$ cat src/rtl/uart_baud_tick_gen.sv
// Fractional-N baud tick generator: independent TX (bit tick) and RX (oversample tick)
// prescaler channels sharing one shadow divisor that each channel adopts at a period boundary.
module uart_baud_tick_gen #(
   parameter int DIV_W        = 16,
   parameter int FRAC_W       = 4,
   parameter int OVERSAMPLE   = 16,
   parameter int DEF_DIV_INT  = 325,
   parameter int DEF_DIV_FRAC = 8
) (
   input  logic              clk,
   input  logic              rst,
   input  logic              en,
   input  logic              cfg_load,
   input  logic [DIV_W-1:0]  cfg_div_int,
   input  logic [FRAC_W-1:0] cfg_div_frac,
   input  logic              rx_resync,
   output logic              tx_tick,
   output logic              rx_os_tick,
   output logic              cfg_err,
   output logic [DIV_W-1:0]  cur_div_int,
   output logic [FRAC_W-1:0] cur_div_frac
);

   localparam int                S_W      = (OVERSAMPLE > 2) ? $clog2(OVERSAMPLE) : 1;
   localparam logic [DIV_W-1:0]  DEF_INT  = DIV_W'(DEF_DIV_INT);
   localparam logic [FRAC_W-1:0] DEF_FRAC = FRAC_W'(DEF_DIV_FRAC);
   localparam logic [S_W-1:0]    S_LAST   = S_W'(OVERSAMPLE - 1);

   // Terminal prescaler count N-1, one bit wider than p so div_int = 2^DIV_W-1 plus carry fits.
   function automatic logic [DIV_W:0] last_count(input logic [DIV_W-1:0]  div_int,
                                                 input logic [FRAC_W-1:0] div_frac,
                                                 input logic [FRAC_W-1:0] acc);
      logic [FRAC_W:0] sum;
      sum = {1'b0, acc} + {1'b0, div_frac};
      return {1'b0, div_int} + {{DIV_W{1'b0}}, sum[FRAC_W]} - {{DIV_W{1'b0}}, 1'b1};
   endfunction

   logic              cfg_ok;
   logic [DIV_W-1:0]  shadow_int, shadow_int_nxt;
   logic [FRAC_W-1:0] shadow_frac, shadow_frac_nxt;

   logic [DIV_W-1:0]  tx_int, tx_p;
   logic [FRAC_W-1:0] tx_frac, tx_a;
   logic [S_W-1:0]    tx_s;
   logic              tx_wrap;

   logic [DIV_W-1:0]  rx_int, rx_p;
   logic [FRAC_W-1:0] rx_frac, rx_a;
   logic              rx_wrap;

   always_comb begin
      cfg_ok          = cfg_load && (cfg_div_int >= DIV_W'(2));
      shadow_int_nxt  = cfg_ok ? cfg_div_int  : shadow_int;
      shadow_frac_nxt = cfg_ok ? cfg_div_frac : shadow_frac;
      tx_wrap         = ({1'b0, tx_p} == last_count(tx_int, tx_frac, tx_a));
      rx_wrap         = ({1'b0, rx_p} == last_count(rx_int, rx_frac, rx_a));
   end

   assign cur_div_int  = tx_int;
   assign cur_div_frac = tx_frac;

   always_ff @(posedge clk or posedge rst) begin
      if (rst) begin
         shadow_int  <= DEF_INT;
         shadow_frac <= DEF_FRAC;
         cfg_err     <= 1'b0;
      end else begin
         shadow_int  <= shadow_int_nxt;
         shadow_frac <= shadow_frac_nxt;
         cfg_err     <= cfg_load && !cfg_ok;
      end
   end

   // TX channel: divisor only changes when the sub-tick counter wraps, so bits are never truncated.
   always_ff @(posedge clk or posedge rst) begin
      if (rst) begin
         tx_int  <= DEF_INT;
         tx_frac <= DEF_FRAC;
         tx_p    <= '0;
         tx_a    <= '0;
         tx_s    <= '0;
         tx_tick <= 1'b0;
      end else if (!en) begin
         tx_int  <= shadow_int;
         tx_frac <= shadow_frac;
         tx_p    <= '0;
         tx_a    <= '0;
         tx_s    <= '0;
         tx_tick <= 1'b0;
      end else if (tx_wrap) begin
         tx_p <= '0;
         tx_a <= tx_a + tx_frac;
         if (tx_s == S_LAST) begin
            tx_s    <= '0;
            tx_tick <= 1'b1;
            tx_int  <= shadow_int_nxt;
            tx_frac <= shadow_frac_nxt;
         end else begin
            tx_s    <= tx_s + S_W'(1);
            tx_tick <= 1'b0;
         end
      end else begin
         tx_p    <= tx_p + DIV_W'(1);
         tx_tick <= 1'b0;
      end
   end

   // RX channel: resync restarts the phase with a cleared accumulator and swallows a coincident tick.
   always_ff @(posedge clk or posedge rst) begin
      if (rst) begin
         rx_int     <= DEF_INT;
         rx_frac    <= DEF_FRAC;
         rx_p       <= '0;
         rx_a       <= '0;
         rx_os_tick <= 1'b0;
      end else if (!en) begin
         rx_int     <= shadow_int;
         rx_frac    <= shadow_frac;
         rx_p       <= '0;
         rx_a       <= '0;
         rx_os_tick <= 1'b0;
      end else if (rx_resync) begin
         rx_int     <= shadow_int_nxt;
         rx_frac    <= shadow_frac_nxt;
         rx_p       <= '0;
         rx_a       <= '0;
         rx_os_tick <= 1'b0;
      end else if (rx_wrap) begin
         rx_int     <= shadow_int_nxt;
         rx_frac    <= shadow_frac_nxt;
         rx_p       <= '0;
         rx_a       <= rx_a + rx_frac;
         rx_os_tick <= 1'b1;
      end else begin
         rx_p       <= rx_p + DIV_W'(1);
         rx_os_tick <= 1'b0;
      end
   end

endmodule

$ cat config.mk
export PLATFORM = sky130hd
export DESIGN_NAME = uart_baud_tick_gen
export DESIGN_NICKNAME = d
export VERILOG_FILES = /design/src/rtl/uart_baud_tick_gen.sv
export SDC_FILE = /design/constraint.sdc
export NUM_CORES = 1
export LEC_CHECK = 0
export CAP_MARGIN = 15
export CELL_PAD_IN_SITES_DETAIL_PLACEMENT = 1
export CELL_PAD_IN_SITES_GLOBAL_PLACEMENT = 1
export CORE_MARGIN = 2
export CORE_UTILIZATION = 41
export CTS_BUF_LIST = sky130_fd_sc_hd__clkbuf_8
export CTS_CLUSTER_SIZE = 20
export DETAILED_ROUTE_END_ITERATION = 10
export GPL_TIMING_DRIVEN = 0
export PLACE_DENSITY_LB_ADDON = 0.08
export SLEW_MARGIN = 20
export SYNTH_ARGS = -nofsm -noshare
export SYNTH_HDL_FRONTEND = slang
export SYNTH_SLANG_ARGS = --single-unit
$ cat constraint.sdc
create_clock -name clk -period 11.5 [get_ports clk]
set_input_delay 2.3 -clock clk [delete_from_list [all_inputs] [get_ports clk]]
set_output_delay 2.3 -clock clk [all_outputs]
set_load 0.005 [all_outputs]
After elaboration in Yosys (flattened, before gate mapping)
Index checks and enable logic that the tools add are counted.
{ "totals": {"reg_bits": 107, "inputBits": 25, "output_inout_bits": 23, "elab_cells": 69} }
{ "classes": {"addsub": 11, "n_lt_le_gt_ge": 1, "eq_ne": 6, "n_mux": 33, "n_reduce_logical": 4} }
{ "op_table": {"columns": ["operator", "count"], "rows": [
  ["16-bit two-way mux", 12],
  ["4-bit two-way mux", 15],
  ["16-bit by 1-bit adder with 17-bit output", 2],
  ["16-bit by 17-bit == test with 1-bit output", 2],
  ["17-bit by 1-bit subtractor with 17-bit output (second input constant)", 2],
  ["16-bit by 1-bit adder with 16-bit output (second input constant)", 2],
  ["16-bit by 2-bit >= comparator with 1-bit output (second input constant)", 1],
  ["4-bit by 4-bit adder with 5-bit output", 2],
  ["4-bit adder", 2],
  ["1-bit two-way mux", 6],
  ["4-bit by 1-bit adder with 4-bit output (second input constant)", 1],
  ["4-bit == test (second input constant)", 1],
  ["2-bit by 1-bit != test with 1-bit output (second input constant)", 2],
  ["3-bit by 1-bit != test with 1-bit output (second input constant)", 1],
  ["1-bit logical AND", 2],
  ["2-bit AND reduction", 1],
  ["1-bit logical NOT", 1]
]} }

Longest topological paths before layout
{ "depth": {"ltp_word": 7, "mapped_depth": 17, "mapped_depth_nobuf": 15} }

Worst setup path before layout
No wires, ideal clock.
{ "synth_timing": {"kind": "flip-flop to flip-flop", "startpoint": "reg tx_frac[0] (netlist: cur_div_frac[0])", "endpoint": "reg tx_p[10]", "setup_time_ps": 121, "arrival_time_ps": 3828, "required_ps": 11379, "slack_ps": 7550, "stages_incl_launch_ff": 17, "path_buffers": 3, "period_less_slack_ps": 3950, "cell_sequence": "dfrtp_1 -> ha_1 -> fa_1 -> a21o_1 -> a21oi_1 -> ha_1 -> ha_1 -> clkbuf_1 -> or4b_1 -> nor3_1 -> xnor2_1 -> a221oi_1 -> nand4_1 -> buf_2 -> nand2_1 -> buf_2 -> nor2_1"} }
{ "synth_via": {"elab_chain_len": 6} }
{ "synth_lines": {"columns": ["item", "line_no", "rtl"], "rows": [
  ["start, declared", "43", "logic [FRAC_W-1:0] tx_frac, tx_a;"],
  ["start signal, assigned", "85", "tx_frac <= shadow_frac;"],
  ["start signal, assigned", "97", "tx_frac <= shadow_frac_nxt;"],
  ["4-bit by 4-bit adder with 5-bit output", "34", "sum = {1'b0, acc} + {1'b0, div_frac};"],
  ["16-bit by 1-bit adder with 17-bit output", "35", "return {1'b0, div_int} + {{DIV_W{1'b0}}, sum[FRAC_W]} - {{DIV_W{1'b0}}, 1'b1};"],
  ["17-bit by 1-bit subtractor with 17-bit output", "35", null],
  ["16-bit by 17-bit == test with 1-bit output", "55", "tx_wrap = ({1'b0, tx_p} == last_count(tx_int, tx_frac, tx_a));"],
  ["16-bit two-way mux", "90", "end else if (tx_wrap) begin"],
  ["16-bit two-way mux", "83", "end else if (!en) begin"],
  ["end signal, assigned", "103", "tx_p <= tx_p + DIV_W'(1);"],
  ["end, declared", "42", "logic [DIV_W-1:0] tx_int, tx_p;"]
]} }
No other way between the ends.
A chain may end at the register's enable or synchronous reset.

Worst setup path in the final report
{ "layout_timing": {"startpoint": "reg tx_frac[0] (netlist: cur_div_frac[0])", "endpoint": "reg tx_p[12]"} }
The elaborated chain is that of the path after synthesis.

==> out/results.ini <==
[timing]
clock_skew_ns=0.0120
tightest_slew_ns=0.828
maxSlewViolCount=0
finalHoldViolCount=0
min_period_ns=5.02
setup_viol=0
min_period_over_period=0.436
rsz0062_at_grt=no
setup_ws_ns=6.48
max_slew_margin=0.443
clock.fmax_mhz=199
tns_ns=0

[cells_and_area]
area_growth_pct=15.7
n_antenna_cell=0
final_nets=712
drive_gt1_frac=0.105
final_cell_count_no_fill=859

[yosys]
synth_top_area_frac=0.376
synth_compound_area_frac=0.0841
synth_edf_count=0
netlist_area_sq_um=6130
synth.net_count=654
synth_mux_area_frac=0.118
synth-simple-area-share=0.180
synth_commonest_cells=92 x dfrtp_1, 54 x nor2_1, 50 x mux2i_1, 38 x inv_1, 36 x xnor2_1
yosys_register_bits=107
synth_xor_area_frac=0.0943
synth.most_common_cell=dfrtp_1
synth_cell_type_count=58
avgSynthCellArea_sq_um=10.0
yosysWarnings=0
async_flop_share=1.00
synthesis.instances=612
yosysSeqAreaShare=0.440
synthFlopType=dfrtp_1
netlist_top_cells_area=dfrtp_1 38%, mux2i_1 8.2%, dfstp_2 6.4%
yosys.area.top_type=dfrtp_1
synthAdderAreaFrac=0.0372
synth_top_family_by_area=simple AND/OR/NAND/NOR gates

[worst_setup_path]
path_max_fanout=10
cp_slowest_cell=or4b_1
reg2reg_depth=16
reg2reg_from=cur_div_frac[0]
cp_data_arrival_time_ns=5.28
crit_chain=ha_1 > fa_1 > a21o_1 > a21oi_1 > ha_1 > ha_1 > clkbuf_1 > or4b_1 > nor3_1 > xnor2_1 > a221oi_1 > nand4_1 > buf_2 > nand2_1 > buf_2 > nor2_1
worstSetupPathType=register to register
r2r_slack_ns=6.48
crit_path_start_kind=register
cpPeakStageDelay_ns=0.62
critical_path_required_ns=11.77
r2r-end=tx_p[12]
worst_path_most_repeated_cell=ha_1
cp_top_family=simple AND/OR/NAND/NOR gates
cp-end-kind=register
critical_path_buf_inv_count=3

[placed_design]
dp_slack_ns=6.48
place.gp.congestion=0.872
dpl.hpwl_mm=12.4
io_buffer_count=46
dp.cells=843

[clock_network]
htree_num_levels=3
clock_sinks=107
cts_tree=yes
clk_latency_ns=0.38
clkSlewWorstSetupHoldPaths_ns=0.10
cts_buffers=9
ctsHoldBuffers=0
cts_resized=0
cts_root_buf=clkbuf_8
post-cts-setup-buffers=0
clk_path_buf_depth=2

[global_route]
antenna_found_initial=0
grt_pass1_vias=5084
grt.total_usage=0.210
grt_pass1_wl_mm=26.7
grt_start_max_net_pins=60
gr-total-overflow=0

[routing]
via_per_inst=5.59
wirelength_mm=16.2
firstDrtPassIters=5
drc=0
drt_iter0_drc=231
wl_per_cell_microns=18.9
final_antenna_net_count=0
route.vias.total=4800

[run]
maxCapViolations=0

[die]
ios=48
start_util=0.420
core-area_sq_um=14600
die_w_microns=126
fp.dieArea_sq_um=15900
core.rowCount=44
die_height_microns=126

[pwr]
p_per_area_nw_per_um2=127
ir_drop_mv=0.0579
cellLeakagePower_nw=3.07

[status]
status=complete, no violations

[min_path]
holdPathEnd=cur_div_frac[3]
hold_start=cur_div_frac[3]
hold_path_depth=2
min-delay-path-class=register to register

## area by class of cell
type | count | area [sq um]
Clock buffer | 9 | 124
Multi-Input combinational cell | 437 | 3160
Buffer | 30 | 138
Clock inverter | 7 | 110
Tap cell | 184 | 230
Inverter | 38 | 148
Timing Repair Buffer | 47 | 488
Sequential cell | 107 | 2700
Fill cell | 1655 | 7500
## routing by layer
layer / up-vias / wire length (microns) / global-route usage
met5: - / 0 / 0
met1: 2436 / 7910 / 0.306
li1: 2262 / - / -
met4: 0 / 216 / 0.0556
met2: 87 / 7350 / 0.323
met3: 15 / 757 / 0.0382
## registers in the layout, summed over array words and instances (netlist names)
name and flops:
cur_div_int 16, cfg_err 1, rx_frac 4, rx_int 16, rx_a 4, shadow_int 16, shadow_frac 4, cur_div_frac 4
tx_tick 1, rx_p 16, tx_p 16, rx_os_tick 1, tx_s 4, tx_a 4
## kinds of logic after synthesis
family / Yosys count
buffers and inverters: 68
multiplexers: 70
adder cells (fa/ha/maj): 17
AO/OA/AOI/OAI: 79
flip-flops: 107
XOR/XNOR: 66
AND/OR/NAND/NOR: 205
## stage by stage
step / hold WS [ns] / utilization / cell area [sq um] / power [mW]
3_3_place_gp: 0.480 / 0.467 / 6820 / 0.623
6_report: 0.511 / 0.486 / 7090 / 0.902
3_5_place_dp: 0.496 / 0.470 / 6850 / 0.633
4_1_cts: 0.519 / 0.486 / 7090 / 0.913
5_1_grt: 0.541 / 0.486 / 7090 / 0.948
2_1_floorplan: 0.463 / - / 6130 / 0.553
## power breakdown
| group | internal, mW | switching (mW) |
|---|---|---|
| registers | 0.410 | 0.0353 |
| clock network | 0.143 | 0.134 |
| logic | 0.0854 | 0.0941 |
## cell usage in the layout (no fill, tap or decap), types with 6 or more instances in the layout
| cell type | count |
|---|---|
| nand2b_1 | 9 |
| mux2i_1 | 50 |
| buf_2 | 8 |
| or4_1 | 6 |
| nor2_1 | 54 |
| inv_1 | 40 |
| or3_1 | 7 |
| dfstp_2 | 15 |
| clkbuf_8 | 9 |
| mux2_2 | 20 |
| nor3_1 | 32 |
| and3_1 | 9 |
| xor2_1 | 30 |
| xnor2_1 | 36 |
| dfrtp_1 | 92 |
| nand3_1 | 13 |
| nor4_1 | 6 |
| a21oi_1 | 32 |
| o21ai_0 | 9 |
| ha_1 | 15 |
| nand4_1 | 17 |
| clkbuf_1 | 18 |
| nand2_1 | 23 |
| clkdlybuf4s50_1 | 46 |
## how the worst max path moves through the flow
stage | endpoint | cells after the start | slack [ns] | start
CTS | tx_p[12] | 16 | 6.43 | cur_div_frac[0]
finish | tx_p[12] | 16 | 6.48 | cur_div_frac[0]
floorplan | cfg_err | 1 | 6.41 | rst
detailed placement | tx_p[7] | 16 | 6.48 | cur_div_frac[0]
global route | tx_p[12] | 16 | 6.16 | cur_div_frac[0]
global placement | rx_a[0] | 2 | 4.68 | rst
## worst reg2reg max path, stage by stage, from the launching register on
cell	delay [ns]
dfrtp_1	0.42
ha_1	0.25
fa_1	0.41
a21o_1	0.20
a21oi_1	0.14
ha_1	0.20
ha_1	0.15
clkbuf_1	0.36
or4b_1	0.62
nor3_1	0.35
xnor2_1	0.10
a221oi_1	0.51
nand4_1	0.27
buf_2	0.28
nand2_1	0.27
buf_2	0.29
nor2_1	0.08
No activity file was read; power rests on OpenSTA's default activity.
